File: src/rtl/count_spi_sender_pkg.sv
// Shared widths, marker default and FSM state type for the count-to-SPI frame sender.
package count_spi_sender_pkg;

  localparam int unsigned COUNT_W = 14;
  localparam int unsigned BYTE_W  = 8;

  localparam logic [1:0] MARKER_DEFAULT = 2'b10;

  typedef enum logic [2:0] {
    IDLE,
    LOAD_HI,
    WAIT_HI,
    LOAD_LO,
    WAIT_LO
  } state_t;

endpackage

File: src/rtl/count_spi_sender.sv
// Sends a 14-bit count to an SPI master as two bytes: {MARKER, count[13:8]} then count[7:0].
// A frame is launched on a count change (AUTO_SEND) or on i_send, one byte per o_start/i_done handshake.
module count_spi_sender
  import count_spi_sender_pkg::*;
#(
  parameter logic [1:0]  MARKER    = MARKER_DEFAULT,
  parameter int unsigned AUTO_SEND = 1
) (
  input  logic                 clk,
  input  logic                 rst,
  input  logic [COUNT_W-1:0]   i_count,
  input  logic                 i_send,
  input  logic                 i_ready,
  input  logic                 i_done,
  output logic                 o_start,
  output logic [BYTE_W-1:0]    o_tx_data,
  output logic                 o_busy,
  output logic [BYTE_W-1:0]    o_frame_cnt
);

  state_t               state, state_nxt;
  logic [COUNT_W-1:0]   snap, snap_nxt;
  logic [COUNT_W-1:0]   last_sent, last_nxt;
  logic                 start_nxt;
  logic [BYTE_W-1:0]    tx_nxt;
  logic [BYTE_W-1:0]    cnt_nxt;
  logic                 trigger;

  assign trigger = ((AUTO_SEND != 0) && (i_count != last_sent)) || i_send;
  assign o_busy  = (state != IDLE);

  always_ff @(posedge clk or posedge rst) begin
    if (rst) begin
      state       <= IDLE;
      snap        <= '0;
      last_sent   <= '1;
      o_start     <= 1'b0;
      o_tx_data   <= '0;
      o_frame_cnt <= '0;
    end else begin
      state       <= state_nxt;
      snap        <= snap_nxt;
      last_sent   <= last_nxt;
      o_start     <= start_nxt;
      o_tx_data   <= tx_nxt;
      o_frame_cnt <= cnt_nxt;
    end
  end

  // o_start is registered, so the pulse appears the cycle the FSM enters WAIT_x;
  // the high byte is loaded with the snapshot so it is already stable in LOAD_HI.
  always_comb begin
    state_nxt = state;
    snap_nxt  = snap;
    last_nxt  = last_sent;
    start_nxt = 1'b0;
    tx_nxt    = o_tx_data;
    cnt_nxt   = o_frame_cnt;
    case (state)
      IDLE: begin
        if (trigger) begin
          snap_nxt  = i_count;
          tx_nxt    = {MARKER, i_count[COUNT_W-1:BYTE_W]};
          state_nxt = LOAD_HI;
        end
      end
      LOAD_HI: begin
        if (i_ready) begin
          start_nxt = 1'b1;
          state_nxt = WAIT_HI;
        end
      end
      WAIT_HI: begin
        if (i_done) begin
          tx_nxt    = snap[BYTE_W-1:0];
          state_nxt = LOAD_LO;
        end
      end
      LOAD_LO: begin
        if (i_ready) begin
          start_nxt = 1'b1;
          state_nxt = WAIT_LO;
        end
      end
      WAIT_LO: begin
        if (i_done) begin
          last_nxt  = snap;
          cnt_nxt   = o_frame_cnt + 8'd1;
          state_nxt = IDLE;
        end
      end
      default: state_nxt = IDLE;
    endcase
  end

endmodule

File: config.mk
export PLATFORM = sky130hd
export DESIGN_NAME = count_spi_sender
export DESIGN_NICKNAME = d
export VERILOG_FILES = /design/src/rtl/count_spi_sender_pkg.sv /design/src/rtl/count_spi_sender.sv
export SDC_FILE = /design/constraint.sdc
export NUM_CORES = 1
export LEC_CHECK = 0
export CAP_MARGIN = 20
export CORE_MARGIN = 1.5
export CORE_UTILIZATION = 30
export CTS_BUF_LIST = sky130_fd_sc_hd__clkbuf_8 sky130_fd_sc_hd__clkbuf_16
export CTS_CLUSTER_SIZE = 10
export DETAILED_ROUTE_END_ITERATION = 7
export PLACE_DENSITY = 0.48
export SETUP_SLACK_MARGIN = 0.15
export SLEW_MARGIN = 0
export SYNTH_ARGS = -nofsm -noshare
export SYNTH_HDL_FRONTEND = slang
export SYNTH_SLANG_ARGS = --single-unit
File: constraint.sdc
create_clock -name clk -period 5.69 [get_ports clk]
set_input_delay 0.8535 -clock clk [delete_from_list [all_inputs] [get_ports clk]]
set_output_delay 0.8535 -clock clk [all_outputs]
set_load 0.03 [all_outputs]
* Word-level counts from Yosys, hierarchy flattened
Cells that the tools add are included.
Cells by class: add/subtract/negate cells 1, equal/unequal tests 10, muxes and demuxes 11, reduce and logical (&&, ||, !) cells 9
Operators by type and width (count):
- 2-to-1 mux 8 bit | 2
- case mux 8 bit (2 select lines) | 1
- 2-to-1 mux 3 bit | 5
- case mux 3 bit (5 select lines) | 1
- inequality test 14 bit | 1
- inequality test 2 bit, second input constant | 5
- adder 8 x 1 -> 8 bit, second input constant | 1
- equality test 3 x 2 -> 1 bit, second input constant | 2
- AND reduction 5 bit | 1
- AND reduction 2 bit | 2
- equality test 3 x 1 -> 1 bit, second input constant | 1
- equality test 3 bit, second input constant | 1
- zero test 3 bit | 1
- AND reduction 3 bit | 1
- nonzero test 3 bit | 1
- 2-to-1 mux 1 bit | 2
- nonzero test 2 bit | 1
- OR reduction 2 bit | 1
- logical OR 1 bit | 1
Word-level totals: register bits 48, bits of input ports 19, output and inout port bits 18, word-level logic and storage cells 37

* Depth between registers and ports, before layout
word-level depth 4, depth in mapped cells 8, gate-level depth less buffers 5

* Least setup slack after synthesis
OpenSTA, ideal clock, no wires.
path kind in2reg, from in i_count[1], to reg snap[0], library setup time 0.125 ns, data arrival time 2.218 ns, required time 5.565 ns, path slack 3.347 ns, stages 8, path buffers 3, cells stage by stage xor2_1 nor4_2 and3_1 buf_4 a21o_1 buf_6 buf_8 mux2_4
On the way: word-level cells in the longest chain between the ends 3
RTL lines:
- start: declaration | RTL line count_spi_sender.sv:11 | input logic [COUNT_W-1:0] i_count,
- inequality test 14 bit | RTL line count_spi_sender.sv:29 | assign trigger = ((AUTO_SEND != 0) && (i_count != last_sent)) || i_send;
- logical OR 1 bit | RTL line count_spi_sender.sv:29
- AND reduction 2 bit (no source line)
- end signal: assignment | RTL line count_spi_sender.sv:42 | snap <= snap_nxt;
- end: declaration | RTL line count_spi_sender.sv:22 | logic [COUNT_W-1:0] snap, snap_nxt;
Every way passes these cells. A chain may end at the register's enable or synchronous reset.

* Worst setup path in the final report
from in i_count[13], to reg snap[2]
Same word-level chain as after synthesis.

==> impl_metrics.json <==
{
  "status": "completed",
  "place_area_um2": 2665,
  "post-route-util": 0.3806,
  "worst_pin_slew_ps": 726.8,
  "ys_warn_count": 0,
  "io_buffers": 36,
  "syn_inst": 184,
  "clk_pin_slew_worst_paths_ps": 90,
  "first_iter_violations": 63,
  "rsz0062_at_grt": "false",
  "fin_skew_ps": 6.921,
  "start_kind": "input pin",
  "htreeDepth": 2,
  "grt_pass1_wl_um": 8204,
  "die_y_um": 89.86,
  "yosysUniqueCellTypes": 34,
  "clk_latency_ps": 300,
  "routed-via-count": 1484,
  "cts_buffers": 5,
  "drive_gt1_frac": 0.2569,
  "place_congestion": 0.7367,
  "clockBufferDepth": 2,
  "setup_viol": 0,
  "powerDensity_nw_per_um2": 494.6,
  "num-nets-final": 237,
  "hold_violations": 0,
  "synth.area.top_cells": "dfrtp_1 38%, dfstp_2 16%, mux2_2 12%, xor2_1 7.0%, and3_1 2.5%",
  "via_per_inst": 4.681,
  "diodes": 0,
  "syn-mean-instance-area_um2": 12.30,
  "ys_seq_area_frac": 0.5384,
  "required_ps": 5870,
  "fp.dieW_um": 89.86,
  "slew_violations": 0,
  "synth_top_area_cell": "dfrtp_1",
  "ir_worst_vdd_mv": 0.1222,
  "die_area_um2": 8075,
  "cp_max_fo": 19,
  "post_cts_resized": 0,
  "track_usage": 0.1292,
  "fin_hold_ws_ps": 479.1,
  "finalCritPeriodShare": 0.5407,
  "cp.arrival_ps": 3260,
  "fmax_mhz": 325.0,
  "cts_tree": "built",
  "hold_path_class": "reg -> reg",
  "p_leak_nw": 1.189,
  "maxCapViolations": 0,
  "hpwlAfterDp_um": 3430,
  "grt_max_degree": 49,
  "hold_buffers": 0,
  "slew_headroom": 0.5155,
  "gr-total-overflow": 0,
  "end_kind": "flip-flop",
  "fin_area_um2": 2775,
  "area_growth_syn_to_layout_pct": 22.61,
  "antenna_found_initial": 0,
  "worstSetupPathType": "in -> reg",
  "fin_setup_tns_ps": 0,
  "first_global_vias": 1520,
  "drc": 0,
  "ant_nets": 0,
  "clock-sinks": 48,
  "cts_setup_buffers": 0,
  "clockRootBuffer": "clkbuf_8",
  "dr.pass1.iters": 4,
  "fin_crit_ps": 3076,
  "fp.coreArea_um2": 7292,
  "ys_ff_latch": 48,
  "yosysTopAreaCellShare": 0.3759,
  "start_util": 0.3104,
  "rows": 31,
  "wl_um": 4800,
  "ios": 37,
  "wl_per_cell_um": 15.14,
  "syn-num-nets": 204,
  "synth_area_um2": 2263
}
[stage by stage]
step | setup WS, ps | total power [W] | std cells
after floorplan | 3347 | 0.001030 | 184
after global placement | 2305 | 0.001173 | 308
after detailed placement | 2275 | 0.001178 | 308
after CTS | 2587 | 0.001390 | 316
after global routing | 2463 | 0.001473 | 317
final | 2614 | 0.001373 | 317
[cell type report]
type                            count  area [um^2]
Multi-Input combinational cell    120        939.7
Clock inverter                      2        7.507
Tap cell                           99        123.9
Clock buffer                        6        82.58
Fill cell                         752         4517
Sequential cell                    48         1219
Timing Repair Buffer               38        387.9
Inverter                            4        15.01
[cells in the final DEF, fill, tap and decap left out, types with 4 or more instances in the layout]
| cell type | count |
|---|---|
| clkdlybuf4s50_1 | 36 |
| dfrtp_1 | 34 |
| mux2_2 | 24 |
| xor2_1 | 18 |
| dfstp_2 | 14 |
| nand2_1 | 9 |
| and3_1 | 9 |
| nand4_1 | 9 |
| nor2_1 | 6 |
| a31oi_1 | 6 |
| clkbuf_8 | 6 |
| nand3_1 | 5 |
| o21ai_0 | 5 |
| inv_1 | 5 |
| xnor2_1 | 4 |
| nor4b_1 | 4 |
| a21bo_2 | 4 |
[final timing paths]
check / to / slack, ps / cells past startpoint / from
worst min register to register: o_frame_cnt[7] / 480 / 1 / o_frame_cnt[7]
worst max register to register: snap[2] / 3180 / 5 / last_sent[5]
min in group asynchronous: o_frame_cnt[7] / 830 / 2 / rst
worst max-delay path: snap[2] / 2610 / 6 / i_count[13]
max in group asynchronous: last_sent[7] / 4280 / 3 / rst
worst min-delay path: o_frame_cnt[7] / 480 / 1 / o_frame_cnt[7]
[registers in the layout, indices dropped and copies added (netlist names)]
register,count
state,3
o_start,1
snap,14
o_tx_data,8
last_sent,14
o_frame_cnt,8
[where the power goes]
part	internal (W)	switching, W	leakage (nW)
logic	0.000271	0.000260	0.568
clock network	0.0000958	0.000111	0.0538
registers	0.000514	0.000120	0.568
[layer usage]
metal	share of wire	routed length (um)	track usage	vias to the layer above
met5	0	0	0	-
met3	0.040	194	0.03723	6
met2	0.43	2077	0.1889	29
li1	-	-	-	719
met1	0.51	2453	0.1816	730
met4	0.015	74	0.04630	0
[worst max-delay path, stage by stage]
cell and delay [ps]:
clkdlybuf4s50_1 460, xor2_1 160, nor4_1 370, and2_1 350
a21o_1 640, mux2_2 420
[synthesized netlist by cell type]
master and instances:
o311ai_0 1, a21o_1 1, nor4_1 2, a31oi_1 6, dfstp_2 14, nor4_2 1, nor4b_1 4, a31o_2 1
nor3_1 1, buf_4 2, o21ai_0 5, buf_8 1, and2_1 1, nand2_1 9, mux2_2 24, nor2_1 6
ha_1 1, nor3b_1 1, nand3_1 5, clkbuf_1 3, buf_6 3, a21oi_1 2, nor3b_2 1, and3_1 9
inv_1 4, mux2_4 1, a21bo_2 4, or3_4 1, o211ai_1 2, buf_2 3, nand4_1 9, dfrtp_1 34
xor2_1 18, xnor2_1 4
[cell families (layout without fill, tap and decap cells)]
family,count (synthesis),count (layout),share of synthesized area
xor gates and xnor gates,22,22,0.08513
AOI/OAI and AO/OA,22,22,0.06744
DFF,48,48,0.5384
and+or+nand+nor,50,50,0.1310
adders and majority gates,1,1,0.005527
muxes,25,25,0.1260
buffers and inverters,16,50,0.04643
(Power assumes the default switching activity.)
